## src/rtl/apple1_pkg.sv

```systemverilog
// Apple-1 PIA shared definitions: register offsets and ASCII case-folding helpers.
// Latency: n/a (package). Backpressure: n/a.
// Contents: PIA_KBD/PIA_KBDCR/PIA_DSP/PIA_DSPCR offsets, lower-case range constants, to_upper().
package apple1_pkg;

    localparam logic [1:0] PIA_KBD   = 2'd0;
    localparam logic [1:0] PIA_KBDCR = 2'd1;
    localparam logic [1:0] PIA_DSP   = 2'd2;
    localparam logic [1:0] PIA_DSPCR = 2'd3;

    // ASCII 'a'..'z'; clearing bit 5 maps them onto 'A'..'Z'.
    localparam logic [7:0] ASCII_LC_FIRST = 8'h61;
    localparam logic [7:0] ASCII_LC_LAST  = 8'h7A;
    localparam int         ASCII_CASE_BIT = 5;

    function automatic logic [7:0] to_upper(input logic [7:0] c);
        logic [7:0] r;
        r = c;
        if (c >= ASCII_LC_FIRST && c <= ASCII_LC_LAST) begin
            r[ASCII_CASE_BIT] = 1'b0;
        end
        return r;
    endfunction

endpackage

```

## src/rtl/kbd_fifo.sv

```systemverilog
// Keyboard type-ahead FIFO: power-of-two depth, wrap-bit pointers, head shown combinationally.
// Latency: pushed key visible at the head one cycle after the push; pop takes effect at the edge.
// Backpressure: none internally; caller must not push when full unless popping in the same cycle.
// Ports: clk25, rst_n (sync, active-low), push/push_data, pop, head_data, empty, full.
module kbd_fifo #(
    parameter int W     = 7,
    parameter int DEPTH = 4
) (
    input  logic         clk25,
    input  logic         rst_n,
    input  logic         push,
    input  logic [W-1:0] push_data,
    input  logic         pop,
    output logic [W-1:0] head_data,
    output logic         empty,
    output logic         full
);

    localparam int AW = $clog2(DEPTH);

    logic [W-1:0] mem_q [DEPTH];
    logic [AW:0]  wr_ptr_q, wr_ptr_d;
    logic [AW:0]  rd_ptr_q, rd_ptr_d;

    // Extra MSB distinguishes full from empty when the index bits match.
    assign empty     = (wr_ptr_q == rd_ptr_q);
    assign full      = (wr_ptr_q[AW] != rd_ptr_q[AW]) &&
                       (wr_ptr_q[AW-1:0] == rd_ptr_q[AW-1:0]);
    assign head_data = mem_q[rd_ptr_q[AW-1:0]];

    always_comb begin
        wr_ptr_d = wr_ptr_q;
        rd_ptr_d = rd_ptr_q;
        if (push) wr_ptr_d = wr_ptr_q + 1'b1;
        if (pop)  rd_ptr_d = rd_ptr_q + 1'b1;
    end

    always_ff @(posedge clk25) begin
        if (!rst_n) begin
            wr_ptr_q <= '0;
            rd_ptr_q <= '0;
        end else begin
            wr_ptr_q <= wr_ptr_d;
            rd_ptr_q <= rd_ptr_d;
        end
    end

    // Storage needs no reset: nothing is visible until a pointer moves.
    // On a full push+pop the write slot is the head being popped, read out before the edge.
    always_ff @(posedge clk25) begin
        if (push) begin
            mem_q[wr_ptr_q[AW-1:0]] <= push_data;
        end
    end

endmodule

```

## src/rtl/apple1_pia.sv

```systemverilog
// Apple-1 keyboard/display PIA (6820 subset) at $D010-$D013, CPU side gated by cpu_clken.
// Latency: dout 1 clk25 after addr/cs; kbd_rdy 1 cycle after kbd_valid; disp_valid 1 cycle after write.
// Backpressure: display valid/ready (DSP write dropped while busy); keyboard has none (newest wins / drop when full).
// Ports: clk25, rst_n (sync, active-low), cpu_clken, cs, we, addr, din, dout,
//        kbd_data/kbd_valid (keyboard in), disp_data/disp_valid/disp_ready (display out).
// Build option: define PIA_KBD_FIFO_EN for a KBD_FIFO_DEPTH-entry type-ahead buffer.
module apple1_pia
    import apple1_pkg::*;
#(
    parameter int DISP_BITS      = 7,
    parameter int KBD_FIFO_DEPTH = 4
) (
    input  logic                 clk25,
    input  logic                 rst_n,
    input  logic                 cpu_clken,
    input  logic                 cs,
    input  logic                 we,
    input  logic [1:0]           addr,
    input  logic [7:0]           din,
    output logic [7:0]           dout,
    input  logic [DISP_BITS-1:0] kbd_data,
    input  logic                 kbd_valid,
    output logic [DISP_BITS-1:0] disp_data,
    output logic                 disp_valid,
    input  logic                 disp_ready
);

    if ((KBD_FIFO_DEPTH < 2) || ((KBD_FIFO_DEPTH & (KBD_FIFO_DEPTH - 1)) != 0)) begin : g_depth_check
        $error("KBD_FIFO_DEPTH must be a power of two, at least 2");
    end

    // ---------------------------------------------------------------- CPU access decode
    logic acc, rd_kbd, wr_kcr, wr_dsp, wr_dcr;

    assign acc    = cs & cpu_clken;
    assign rd_kbd = acc & ~we & (addr == PIA_KBD);
    assign wr_kcr = acc &  we & (addr == PIA_KBDCR);
    assign wr_dsp = acc &  we & (addr == PIA_DSP);
    assign wr_dcr = acc &  we & (addr == PIA_DSPCR);

    // Control registers and display data only carry the low seven bits of din.
    logic din_unused;
    assign din_unused = din[7];

    // ---------------------------------------------------------------- keyboard path
    logic [DISP_BITS-1:0] key_up;
    logic [DISP_BITS-1:0] key_head;
    logic                 kbd_rdy;

    assign key_up = DISP_BITS'(to_upper(8'(kbd_data)));

`ifdef PIA_KBD_FIFO_EN
    logic kbd_empty, kbd_full, kbd_push, kbd_pop;

    assign kbd_pop  = rd_kbd & ~kbd_empty;
    // Full FIFO drops new keys, except when a pop frees the slot in the same cycle.
    assign kbd_push = kbd_valid & (~kbd_full | kbd_pop);
    assign kbd_rdy  = ~kbd_empty;

    kbd_fifo #(
        .W     (DISP_BITS),
        .DEPTH (KBD_FIFO_DEPTH)
    ) u_kbd_fifo (
        .clk25     (clk25),
        .rst_n     (rst_n),
        .push      (kbd_push),
        .push_data (key_up),
        .pop       (kbd_pop),
        .head_data (key_head),
        .empty     (kbd_empty),
        .full      (kbd_full)
    );
`else
    logic [DISP_BITS-1:0] key_q, key_d;
    logic                 kbd_rdy_q, kbd_rdy_d;

    // A key arriving with a KBD read wins: it is latched and kbd_rdy stays set.
    always_comb begin
        key_d     = key_q;
        kbd_rdy_d = kbd_rdy_q;
        if (rd_kbd) begin
            kbd_rdy_d = 1'b0;
        end
        if (kbd_valid) begin
            key_d     = key_up;
            kbd_rdy_d = 1'b1;
        end
    end

    always_ff @(posedge clk25) begin
        if (!rst_n) begin
            key_q     <= '0;
            kbd_rdy_q <= 1'b0;
        end else begin
            key_q     <= key_d;
            kbd_rdy_q <= kbd_rdy_d;
        end
    end

    assign key_head = key_q;
    assign kbd_rdy  = kbd_rdy_q;
`endif

    // ---------------------------------------------------------------- control registers
    logic [6:0] kcr_q, kcr_d;
    logic [6:0] dcr_q, dcr_d;

    always_comb begin
        kcr_d = kcr_q;
        dcr_d = dcr_q;
        if (wr_kcr) kcr_d = din[6:0];
        if (wr_dcr) dcr_d = din[6:0];
    end

    // ---------------------------------------------------------------- display path
    logic [DISP_BITS-1:0] disp_data_q, disp_data_d;
    logic                 disp_valid_q, disp_valid_d;
    logic                 dsp_accept;

    // A write is taken when idle or when the pending character leaves this cycle,
    // so disp_data only ever changes outside a held valid.
    assign dsp_accept = wr_dsp & (~disp_valid_q | disp_ready);

    always_comb begin
        disp_valid_d = disp_valid_q;
        disp_data_d  = disp_data_q;
        if (disp_valid_q & disp_ready) begin
            disp_valid_d = 1'b0;
        end
        if (dsp_accept) begin
            disp_valid_d = 1'b1;
            disp_data_d  = din[DISP_BITS-1:0];
        end
    end

    // ---------------------------------------------------------------- read mux
    // Recomputed every clk25 so the CPU sees the pre-side-effect value on its acc cycle.
    logic [7:0] dout_q, dout_d;

    always_comb begin
        dout_d = 8'h00;
        if (cs) begin
            case (addr)
                PIA_KBD:   dout_d = {1'b1, key_head};
                PIA_KBDCR: dout_d = {kbd_rdy, kcr_q};
                PIA_DSP:   dout_d = {disp_valid_q, disp_data_q};
                default:   dout_d = {1'b0, dcr_q};
            endcase
        end
    end

    always_ff @(posedge clk25) begin
        if (!rst_n) begin
            kcr_q        <= '0;
            dcr_q        <= '0;
            disp_data_q  <= '0;
            disp_valid_q <= 1'b0;
            dout_q       <= 8'h00;
        end else begin
            kcr_q        <= kcr_d;
            dcr_q        <= dcr_d;
            disp_data_q  <= disp_data_d;
            disp_valid_q <= disp_valid_d;
            dout_q       <= dout_d;
        end
    end

    assign dout       = dout_q;
    assign disp_data  = disp_data_q;
    assign disp_valid = disp_valid_q;

endmodule
```

## config.mk

```make
export PLATFORM = sky130hd
export DESIGN_NAME = apple1_pia
export DESIGN_NICKNAME = d
export VERILOG_FILES = /design/src/rtl/apple1_pkg.sv /design/src/rtl/kbd_fifo.sv /design/src/rtl/apple1_pia.sv
export SDC_FILE = /design/constraint.sdc
export NUM_CORES = 1
export LEC_CHECK = 0
export CAP_MARGIN = 20
export CORE_MARGIN = 1
export CORE_UTILIZATION = 40
export DETAILED_ROUTE_END_ITERATION = 7
export MAX_ROUTING_LAYER = met4
export PLACE_DENSITY = 0.72
export SYNTH_ARGS = -nofsm -noshare
export SYNTH_HDL_FRONTEND = slang
export SYNTH_SLANG_ARGS = --single-unit
```

## constraint.sdc

```tcl
create_clock -name clk25 -period 1.1 [get_ports clk25]
set_clock_uncertainty 0.05 [all_clocks]
set_input_delay 0.165 -clock clk25 [delete_from_list [all_inputs] [get_ports clk25]]
set_output_delay 0.165 -clock clk25 [all_outputs]
set_load 0.1 [all_outputs]
```

==> results of run 1 <==
-- power by group through the flow --
| stage | clock network, uW | logic, uW | registers (uW) |
|---|---|---|---|
| after floorplan | 0 | 150 | 1490 |
| after global placement | 0 | 395 | 1440 |
| after detailed placement | 0 | 406 | 1440 |
| after CTS | 985 | 407 | 1410 |
| after global routing | 1060 | 434 | 1410 |
| final | 959 | 411 | 1410 |
-- sequential cells by signal, indices dropped and copies added (netlist names) --
register and flops:
dout 8, dcr_q 7, disp_data 7, kcr_q 7, key_head 7, disp_valid 1, kbd_rdy 1
-- kinds of logic after synthesis --
group / synth area share [%]
mux: 28.2
simple gates: 17.6
buf+inv: 3.72
flops: 47.2
compound gates: 3.34
-- what timing repair did --
item / CTS / global route
gates resized for setup: 25 / 6
pin swaps: 4 / 1
setup buffers: 0 / 1
hold endpoints to repair: 0 / 0
hold buffers: 0 / 0
gates cloned: 1 / 0
endpoints found under the setup margin: 40 / 30
-- layout by cell type, fill, tap and decap left out, types with 2 or more instances in the layout --
cell / count
dlygate4sd2_1: 6
nor3_1: 2
mux4_2: 7
clkdlybuf4s50_1: 12
dfxtp_2: 8
nor2b_1: 7
and3_4: 2
mux2i_1: 27
buf_12: 18
nand2_1: 29
and3_1: 6
dfxtp_4: 8
clkbuf_8: 6
o21a_1: 3
buf_4: 17
clkdlybuf4s15_1: 3
dfxtp_1: 22
buf_6: 9
-- how the worst max path moves through the flow --
stage	startpoint	to	slack [ns]	depth (start not counted)
floorplan	disp_valid$_SDFFE_PN0P_	disp_data[0]$_SDFFE_PN0P_	-0.24	3
detailed placement	addr[0]	dcr_q[0]$_SDFFE_PN0P_	-0.65	5
finish	disp_valid$_SDFFE_PN0P_	disp_data[0]$_SDFFE_PN0P_	-0.07	4
CTS	disp_valid$_SDFFE_PN0P_	disp_data[0]$_SDFFE_PN0P_	-0.15	4
global placement	addr[0]	dout[6]$_SDFF_PN0_	-0.57	4
global route	disp_valid$_SDFFE_PN0P_	disp_data[6]$_SDFFE_PN0P_	-0.12	4
-- through the flow --
stage               util [%]  power (uW)
finish                  67.8        2780
global route            67.8        2910
CTS                     67.4        2800
detailed placement      64.1        1850
global placement        64.1        1840
floorplan                  -        1640
-- routing by layer --
| layer | wire [um] | share of wire (%) | global-route usage [%] |
|---|---|---|---|
| met1 | 1690 | 42 | 22.7 |
| met2 | 2100 | 53 | 35.7 |
| met3 | 99 | 2.5 | 5.56 |
| met4 | 108 | 2.7 | 10.3 |
| met5 | 0 | 0 | - |
-- worst max-delay path, stage by stage, from the launching register on --
cell	delay, ns
dfxtp_4	0.34
nor2b_4	0.13
nor4_4	0.20
buf_12	0.18
mux2i_1	0.19
-- layout make-up --
class,count,share of cell area (%)
Tap cell,48,2.35
Timing Repair Buffer,67,31.4
Clock inverter,1,0.196
Multi-Input combinational cell,97,31.1
Clock buffer,7,3.38
Sequential cell,38,31.3
Inverter,2,0.294
==> reports/results.txt, run 1 <==
Die Ht -> 65.5 um
Synth area leader -> dfxtp_1
Slew HR -> 81.1%
initial antenna violation count -> 0
P_int -> 2100 uW
Finished Cell Area -> 2560 um2
crit path time final -> 1.17 ns
period utilisation layout -> 106%
routability congestion estimate -> 0.865
Clk pwr share -> 34.5%
die area -> 4290 um2
sequential cell area -> 801 um2
CTS Buf Count -> 5
count of cell types in the netlist -> 23
most numerous cell in the Yosys netlist -> dfxtp_1
WP data arrival -> 1.33 ns
ratio of cells with drive above 1 in the final layout -> 39.6%
Worst Path Required -> 1.26 ns
total negative slack -> -0.559 ns
dpl ws -> -0.648 ns
switch share -> 24.4%
Hold Fails Final Rpt -> 0
aggregate routed wire length -> 4000 um
RSZ-0062 raised after global routing -> true
RR Endpoint -> disp_data[0]$_SDFFE_PN0P_
post-route setup slack -> -0.0671 ns
hold path depth -> 2
Hold EP -> dout[3]$_SDFF_PN0_
Area after DPL -> 2420 um2
Routed Antenna Nets -> 0
R2R setup slack -> -0.07 ns
Max clock buf depth -> 2
Starting Density -> 42.8%
Hold Startpoint -> cs
CTS tree -> built
wire length per cell -> 15.4 um
Setup violations, final -> 19
Comb power frac -> 14.8%
Total GRT Usage -> 21.1%
Sw Pwr -> 678 uW
Core Area -> 3770 um2
Synth top cells by count -> dfxtp_1 (38), nand2_1 (29), mux2i_1 (27)
Mapped Area -> 1610 um2
YS warnings -> 0
Final #Nets -> 235
Multi-input gate area -> 796 um2
Placed Cells incl. Taps -> 250
asr flop ratio synth -> 0%
pwr dens -> 1090 nW/um2
I/O pin cnt -> 40
gr ovfl total -> 0
cell count after synthesis -> 147
Max IR drop VDD -> 1.05 mV
max cap viols -> 0
Crit Reg-Reg Startpoint -> disp_valid$_SDFFE_PN0P_
fmax -> 0.857 GHz
CTS H-tree depth -> 2
num rows -> 22
Setup Crit Path Kind -> register to register
CTS clk-pin slew, worst paths -> 0.07 ns
Post-synth EDFFs -> 0
IO buf count -> 38
vias -> 1,310
worst slew pin tran -> 0.281 ns
detailed-placement wirelength estimate -> 2950 um
endpoint class of the critical path -> register
worst skew pair latency -> 0.28 ns
flops & latches, synth -> 38
post-synthesis sequential area ratio -> 47.2%
HP Class -> primary input to register
largest net degree at the start of global routing -> 18
worst r2r path cells -> 4
top cells by area, synth -> dfxtp_1 (47%), mux2i_1 (17%), mux4_1 (11%)
hold slack -> 0.289 ns
vias in the first global route -> 1,360
Synth Area per Inst -> 11.0 um2
Root Buffer -> clkbuf_8
syn_nets -> 171
vias per cell -> 5.04
leakage power -> 0.00106 uW
status -> finished with violations
first-pass GRT wire length -> 6350 um
Pins Over Slew Limit -> 0
element type at the critical path start -> register
Crit Path Max Fanout -> 7
drt drc -> 0
fillers -> 274
die width -> 65.5 um
sequential fraction of design power -> 50.8%
Antenna Cells -> 0
drt first-iter violations -> 25
Top FF cell, synth -> dfxtp_1
First-pass DRT Iterations -> 4
CTS Sinks -> 38
failing checks -> negative setup slack
Layout Cells excl Fill -> 260
post-synth top area share -> 47.2%
P&R area growth vs syn -> 58.6%
No activity file was read; power rests on OpenSTA's default activity.
==> run 2, diff against run 1 <==
Settings changed: CORE_MARGIN 1 to 3.
==> run 2 against run 1 <==
Compared with the run above:
- the run still ends with negative setup slack left
- power is 1.7% lower
- wire length down 0.93%
- combinational power is 3% higher
- largest cell class unchanged
==> reports/results.txt, run 2 (synthesis gave the netlist of run 1 again) <==
status -> finished with violations (unchanged)
failing checks -> negative setup slack (unchanged)
IO buf count -> 38 (unchanged)
die area -> 4830 um2 (was 4290 um2)
Largest stage delay, worst path -> 0.34 ns (about the same)
Final Core Density -> 68.7% (was 67.8%)
initial antenna violation count -> 0 (unchanged)
detailed-placement wirelength estimate -> 2810 um (was 2950 um)
post-route setup slack -> -0.0383 ns (was -0.0671 ns)
commonest non-fill, non-tap cells in the layout -> nand2_1 (29), mux2i_1 (27), dfxtp_1 (22), buf_12 (19), buf_4 (16) (was nand2_1 (29), mux2i_1 (27), dfxtp_1 (22), buf_12 (18), buf_4 (17))
P&R area growth vs syn -> 60.6% (was 58.6%)
drt drc -> 0 (unchanged)
leakage power -> 0.00107 uW (was 0.00106 uW)
routability congestion estimate -> 0.826 (was 0.865)
Area after DPL -> 2400 um2 (was 2420 um2)
Crit Reg-Reg Startpoint -> disp_valid$_SDFFE_PN0P_ (unchanged)
wire length per cell -> 15.2 um (was 15.4 um)
First-pass DRT Iterations -> 4 (unchanged)
first-pass GRT wire length -> 6670 um (was 6350 um)
vias per cell -> 5.05 (was 5.04)
hold path depth -> 2 (unchanged)
fmax -> 0.879 GHz (was 0.857 GHz)
endpoint class of the critical path -> register (unchanged)
num rows -> 22 (unchanged)
Final #Nets -> 235 (unchanged)
drt first-iter violations -> 55 (was 25)
Worst Path Required -> 1.26 ns (about the same)
Starting Density -> 42.8% (unchanged)
period utilisation layout -> 103% (was 106%)
CTS clk-pin slew, worst paths -> 0.07 ns (about the same)
total negative slack -> -0.403 ns (was -0.559 ns)
CP delay by family, top -> simple AND/OR/NAND/NOR gates (was flip-flops)
Max clock buf depth -> 2 (unchanged)
CTS Sinks -> 38 (unchanged)
Core Area -> 3770 um2 (unchanged)
sequential cell area -> 801 um2 (unchanged)
Root Buffer -> clkbuf_8 (unchanged)
WP data arrival -> 1.30 ns (was 1.33 ns)
Setup Crit Path Kind -> primary input to register (was register to register)
pwr dens -> 1060 nW/um2 (was 1090 nW/um2)
dpl ws -> -0.643 ns (was -0.648 ns)
Pins Over Slew Limit -> 0 (unchanged)
largest net degree at the start of global routing -> 19 (was 18)
Setup violations, final -> 20 (was 19)
vias -> 1,313 (was 1,310)
ratio of cells with drive above 1 in the final layout -> 40.1% (was 39.6%)
number of flip-flops in the largest register -> 8 (unchanged)
RR Endpoint -> disp_data[0]$_SDFFE_PN0P_ (unchanged)
crit path time final -> 1.14 ns (was 1.17 ns)
Max IR drop VDD -> 0.708 mV (was 1.05 mV)
Antenna Cells -> 0 (unchanged)
max cap viols -> 0 (unchanged)
Hold Startpoint -> cs (unchanged)
die width -> 69.5 um (was 65.5 um)
Multi-input gate area -> 805 um2 (was 796 um2)
vias in the first global route -> 1,383 (was 1,360)
CTS tree -> built (unchanged)
CTS Buf Count -> 5 (unchanged)
Crit Path Max Fanout -> 7 (unchanged)
RSZ-0062 raised after global routing -> true (unchanged)
R2R setup slack -> -0.04 ns (was -0.07 ns)
worst slew pin tran -> 0.261 ns (was 0.281 ns)
Finished Cell Area -> 2590 um2 (was 2560 um2)
worst r2r path cells -> 4 (unchanged)
hold slack -> 0.163 ns (was 0.289 ns)
element type at the critical path start -> primary input (was register)
fillers -> 271 (was 274)
Hold EP -> dout[3]$_SDFF_PN0_ (unchanged)
Hold Fails Final Rpt -> 0 (unchanged)
Buf/Inv on CP -> 2 (was 1)
gr ovfl total -> 0 (unchanged)
commonest non-fill, non-tap cell in the layout -> nand2_1 (unchanged)
Total GRT Usage -> 18.0% (was 21.1%)
I/O pin cnt -> 40 (unchanged)
Critical Path Start -> cpu_clken (was disp_valid$_SDFFE_PN0P_)
worst skew pair latency -> 0.29 ns (was 0.28 ns)
Die Ht -> 69.5 um (was 65.5 um)
Slew HR -> 82.5% (was 81.1%)
aggregate routed wire length -> 3960 um (was 4000 um)
Routed Antenna Nets -> 0 (unchanged)
chain of cells forming the critical path -> dlygate4sd2_1, nand3_2, nor4_4, buf_12, mux2i_1 (was nor2b_4, nor4_4, buf_12, mux2i_1)
CP max stage cell -> nor4_4 (was dfxtp_4)
CTS H-tree depth -> 2 (unchanged)
HP Class -> primary input to register (unchanged)
run 2: changes by cell type in the layout (fill, tap and decap cells not counted), sizes merged:
| cell | delta |
|---|---|
| dlymetal6s2s | +1 |
| clkdlybuf4s15 | -2 |
| clkinv | -1 |
| clkbuf | +2 |
run 2: worst max-delay path by stage:
stage / to / slack [ns] / cells past startpoint
after floorplan: disp_data[0]$_SDFFE_PN0P_ / -0.24 / 3
after global placement: dout[6]$_SDFF_PN0_ / -0.62 / 4
after detailed placement: dout[6]$_SDFF_PN0_ / -0.64 / 4
after CTS: disp_data[0]$_SDFFE_PN0P_ / -0.08 / 4
after global routing: disp_data[1]$_SDFFE_PN0P_ / -0.13 / 4
final: disp_data[0]$_SDFFE_PN0P_ / -0.04 / 5
run 2: power by group:
part           internal, uW  switching (uW)
Clock                   450             447
Sequential             1390            20.3
Combinational           221             204
run 2: area by class of cell:
cell class | instances | share of cell area [%]
Clock buffer | 8 | 3.09
Timing Repair Buffer | 67 | 32.3
Inverter | 2 | 0.290
Tap cell | 48 | 2.32
Multi-Input combinational cell | 97 | 31.1
Sequential cell | 38 | 30.9
run 2: through the flow:
step                      instances  total power (uW)
after floorplan                 147              1640
after global placement          247              1840
after detailed placement        247              1840
after CTS                       258              2750
after global routing            260              2850
final                           260              2730
run 2: timing repair:
item,CTS,global route
cloned,1,0
pin swaps,5,4
setup endpoints to repair,40,33
gates resized for setup,27,9
buffers inserted,2,2
hold buffers,0,0
run 2: layer usage:
layer | share of wire (%) | up-vias | wire [um] | track usage, %
met4 | 2.7 | 0 | 106 | 10.2
met3 | 4.7 | 9 | 186 | 4.20
met1 | 42 | 623 | 1650 | 20.5
li1 | - | 644 | - | -
met5 | 0 | - | 0 | -
met2 | 51 | 37 | 2020 | 29.1
==> run 3, diff against run 2 <==
Settings changed: REMOVE_ABC_BUFFERS set to 1.
==> run 3 against run 2 <==
Compared with the run above:
- global-route usage increased by 1.4 points
- sequential power about the same
- largest power group unchanged
- critical endpoint is now disp_data[1]$_SDFFE_PN0P_
- clock power increased by 28%
- the run still ends with negative setup slack left
- utilization increased by 0.73 points
==> reports/results.txt, run 3 (synthesis gave the netlist of run 1 again) <==
status -> finished with violations (unchanged)
failing checks -> negative setup slack (unchanged)
Worst Path Required -> 1.27 ns (was 1.26 ns)
Final #Nets -> 245 (was 235)
worst r2r path cells -> 4 (unchanged)
initial antenna violation count -> 0 (unchanged)
hold path depth -> 3 (was 2)
max cap viols -> 0 (unchanged)
commonest non-fill, non-tap cells in the layout -> nand2_1 (29), mux2i_1 (27), buf_4 (26), dfxtp_1 (25), buf_12 (17) (was nand2_1 (29), mux2i_1 (27), dfxtp_1 (22), buf_12 (19), buf_4 (16))
Antenna Cells -> 0 (unchanged)
sequential fraction of design power -> 47.3% (was 51.7%)
first-pass GRT wire length -> 7150 um (was 6670 um)
CTS H-tree depth -> 2 (unchanged)
Comb power frac -> 14.5% (was 15.5%)
leakage power -> 0.00114 uW (was 0.00107 uW)
element type at the critical path start -> register (was primary input)
Die Ht -> 69.5 um (unchanged)
vias -> 1,405 (was 1,313)
I/O pin cnt -> 40 (unchanged)
HP Class -> primary input to register (unchanged)
worst slew pin tran -> 0.307 ns (was 0.261 ns)
Crit. path cell count -> 4 (was 5)
period utilisation layout -> 103% (about the same)
drt drc -> 0 (unchanged)
ratio of cells with drive above 1 in the final layout -> 41.9% (was 40.1%)
drt first-iter violations -> 104 (was 55)
P&R area growth vs syn -> 62.3% (was 60.6%)
P_int -> 2300 uW (was 2060 uW)
wire length per cell -> 16.0 um (was 15.2 um)
number of flip-flops in the largest register -> 8 (unchanged)
num rows -> 22 (unchanged)
Slew HR -> 79.5% (was 82.5%)
CTS tree -> built (unchanged)
crit path time final -> 1.14 ns (about the same)
IO buf count -> 38 (unchanged)
Starting Density -> 42.8% (unchanged)
post-route setup slack -> -0.0372 ns (was -0.0383 ns)
CTS Buf Count -> 5 (unchanged)
detailed-placement wirelength estimate -> 2980 um (was 2810 um)
Hold Startpoint -> cpu_clken (was cs)
CP delay by family, top -> flip-flops (was simple AND/OR/NAND/NOR gates)
gr ovfl total -> 0 (unchanged)
Buf/Inv on CP -> 1 (was 2)
die width -> 69.5 um (unchanged)
Sw Pwr -> 718 uW (was 671 uW)
Hold Fails Final Rpt -> 0 (unchanged)
RR Endpoint -> disp_data[1]$_SDFFE_PN0P_ (was disp_data[0]$_SDFFE_PN0P_)
worst skew pair latency -> 0.29 ns (about the same)
Max clock buf depth -> 2 (unchanged)
Max IR drop VDD -> 0.783 mV (was 0.708 mV)
Layout Cells excl Fill -> 270 (was 260)
RSZ-0062 raised after global routing -> true (unchanged)
First-pass DRT Iterations -> 4 (unchanged)
Total GRT Usage -> 19.4% (was 18.0%)
Routed Antenna Nets -> 0 (unchanged)
Placed Cells incl. Taps -> 252 (was 247)
WP data arrival -> 1.30 ns (about the same)
Setup Crit Path Kind -> register to register (was primary input to register)
fmax -> 0.879 GHz (about the same)
pwr dens -> 1150 nW/um2 (was 1060 nW/um2)
Setup violations, final -> 14 (was 20)
Core Area -> 3770 um2 (unchanged)
Crit Path Max Fanout -> 3 (was 7)
commonest non-fill, non-tap cell in the layout -> nand2_1 (unchanged)
total power -> 3020 uW (was 2730 uW)
chain of cells forming the critical path -> nor2b_4, nor4_4, buf_4, mux2i_1 (was dlygate4sd2_1, nand3_2, nor4_4, buf_12, mux2i_1)
R2R setup slack -> -0.04 ns (about the same)
vias in the first global route -> 1,468 (was 1,383)
vias per cell -> 5.20 (was 5.05)
Pins Over Slew Limit -> 0 (unchanged)
CTS clk-pin slew, worst paths -> 0.07 ns (about the same)
routability congestion estimate -> 0.850 (was 0.826)
CTS Sinks -> 38 (unchanged)
Crit Reg-Reg Startpoint -> disp_valid$_SDFFE_PN0P_ (unchanged)
Clk pwr share -> 38.2% (was 32.8%)
switch share -> 23.8% (was 24.6%)
endpoint class of the critical path -> register (unchanged)
Root Buffer -> clkbuf_8 (unchanged)
aggregate routed wire length -> 4310 um (was 3960 um)
Hold EP -> kbd_rdy$_SDFFE_PN0P_ (was dout[3]$_SDFF_PN0_)
die area -> 4830 um2 (unchanged)
Largest stage delay, worst path -> 0.32 ns (was 0.34 ns)
largest net degree at the start of global routing -> 20 (was 19)
CP max stage cell -> dfxtp_2 (was nor4_4)
run 3: how the worst max path moves through the flow:
stage / endpoint / slack [ns] / from
floorplan: disp_data[0]$_SDFFE_PN0P_ / -0.59 / disp_valid$_SDFFE_PN0P_
global placement: dcr_q[6]$_SDFFE_PN0P_ / -0.62 / addr[0]
detailed placement: disp_data[6]$_SDFFE_PN0P_ / -0.64 / addr[0]
CTS: disp_data[0]$_SDFFE_PN0P_ / -0.17 / disp_valid$_SDFFE_PN0P_
global route: disp_data[0]$_SDFFE_PN0P_ / -0.10 / disp_valid$_SDFFE_PN0P_
finish: disp_data[1]$_SDFFE_PN0P_ / -0.04 / disp_valid$_SDFFE_PN0P_
run 3: power by group through the flow:
stage          combinational [uW]  sequential, uW  clock [uW]
2_1_floorplan                98.3            1510           0
3_3_place_gp                  399            1450           0
3_5_place_dp                  409            1460           0
4_1_cts                       430            1430        1190
5_1_grt                       466            1430        1240
6_report                      437            1430        1150
run 3: metal layers:
metal	routed length [um]	track usage, %	vias up
li1	-	-	661
met1	1820	22.8	690
met3	221	5.94	12
met2	2150	30.9	42
met4	117	8.03	0
met5	0	-	-
run 3: worst reg2reg max path, cell delays in order (launching register included):
cell     delay, ns
dfxtp_2       0.32
nor2b_4       0.13
nor4_4        0.17
buf_4         0.20
mux2i_1       0.19
run 3: stage by stage:
stage	worst slack, ns	cell area, um2	TNS, ns	hold WS [ns]	utilization [%]
5_1_grt	-0.101	2620	-1.03	0.248	69.4
3_5_place_dp	-0.644	2390	-19.62	0.398	63.4
3_3_place_gp	-0.615	2390	-19.03	0.387	63.4
6_report	-0.0372	2620	-0.250	0.226	69.4
2_1_floorplan	-0.587	1560	-8.80	0.233	-
4_1_cts	-0.170	2590	-1.41	0.338	68.6
run 3: cell type report:
class	instances	area, um2
repair buffers	77	873
clock buffers	5	68.8
inverters	2	7.51
multi-input cells	97	791
fillers	250	1150
flip-flops and latches	38	777
clock inverters	3	40.0
well taps	48	60.1
run 3: timing repair:
action,4_1_cts,5_1_grt
hold buffers,0,0
pin swaps,9,3
setup buffers,3,6
cloned,2,1
setup endpoints to repair,39,34
resized for setup,41,17
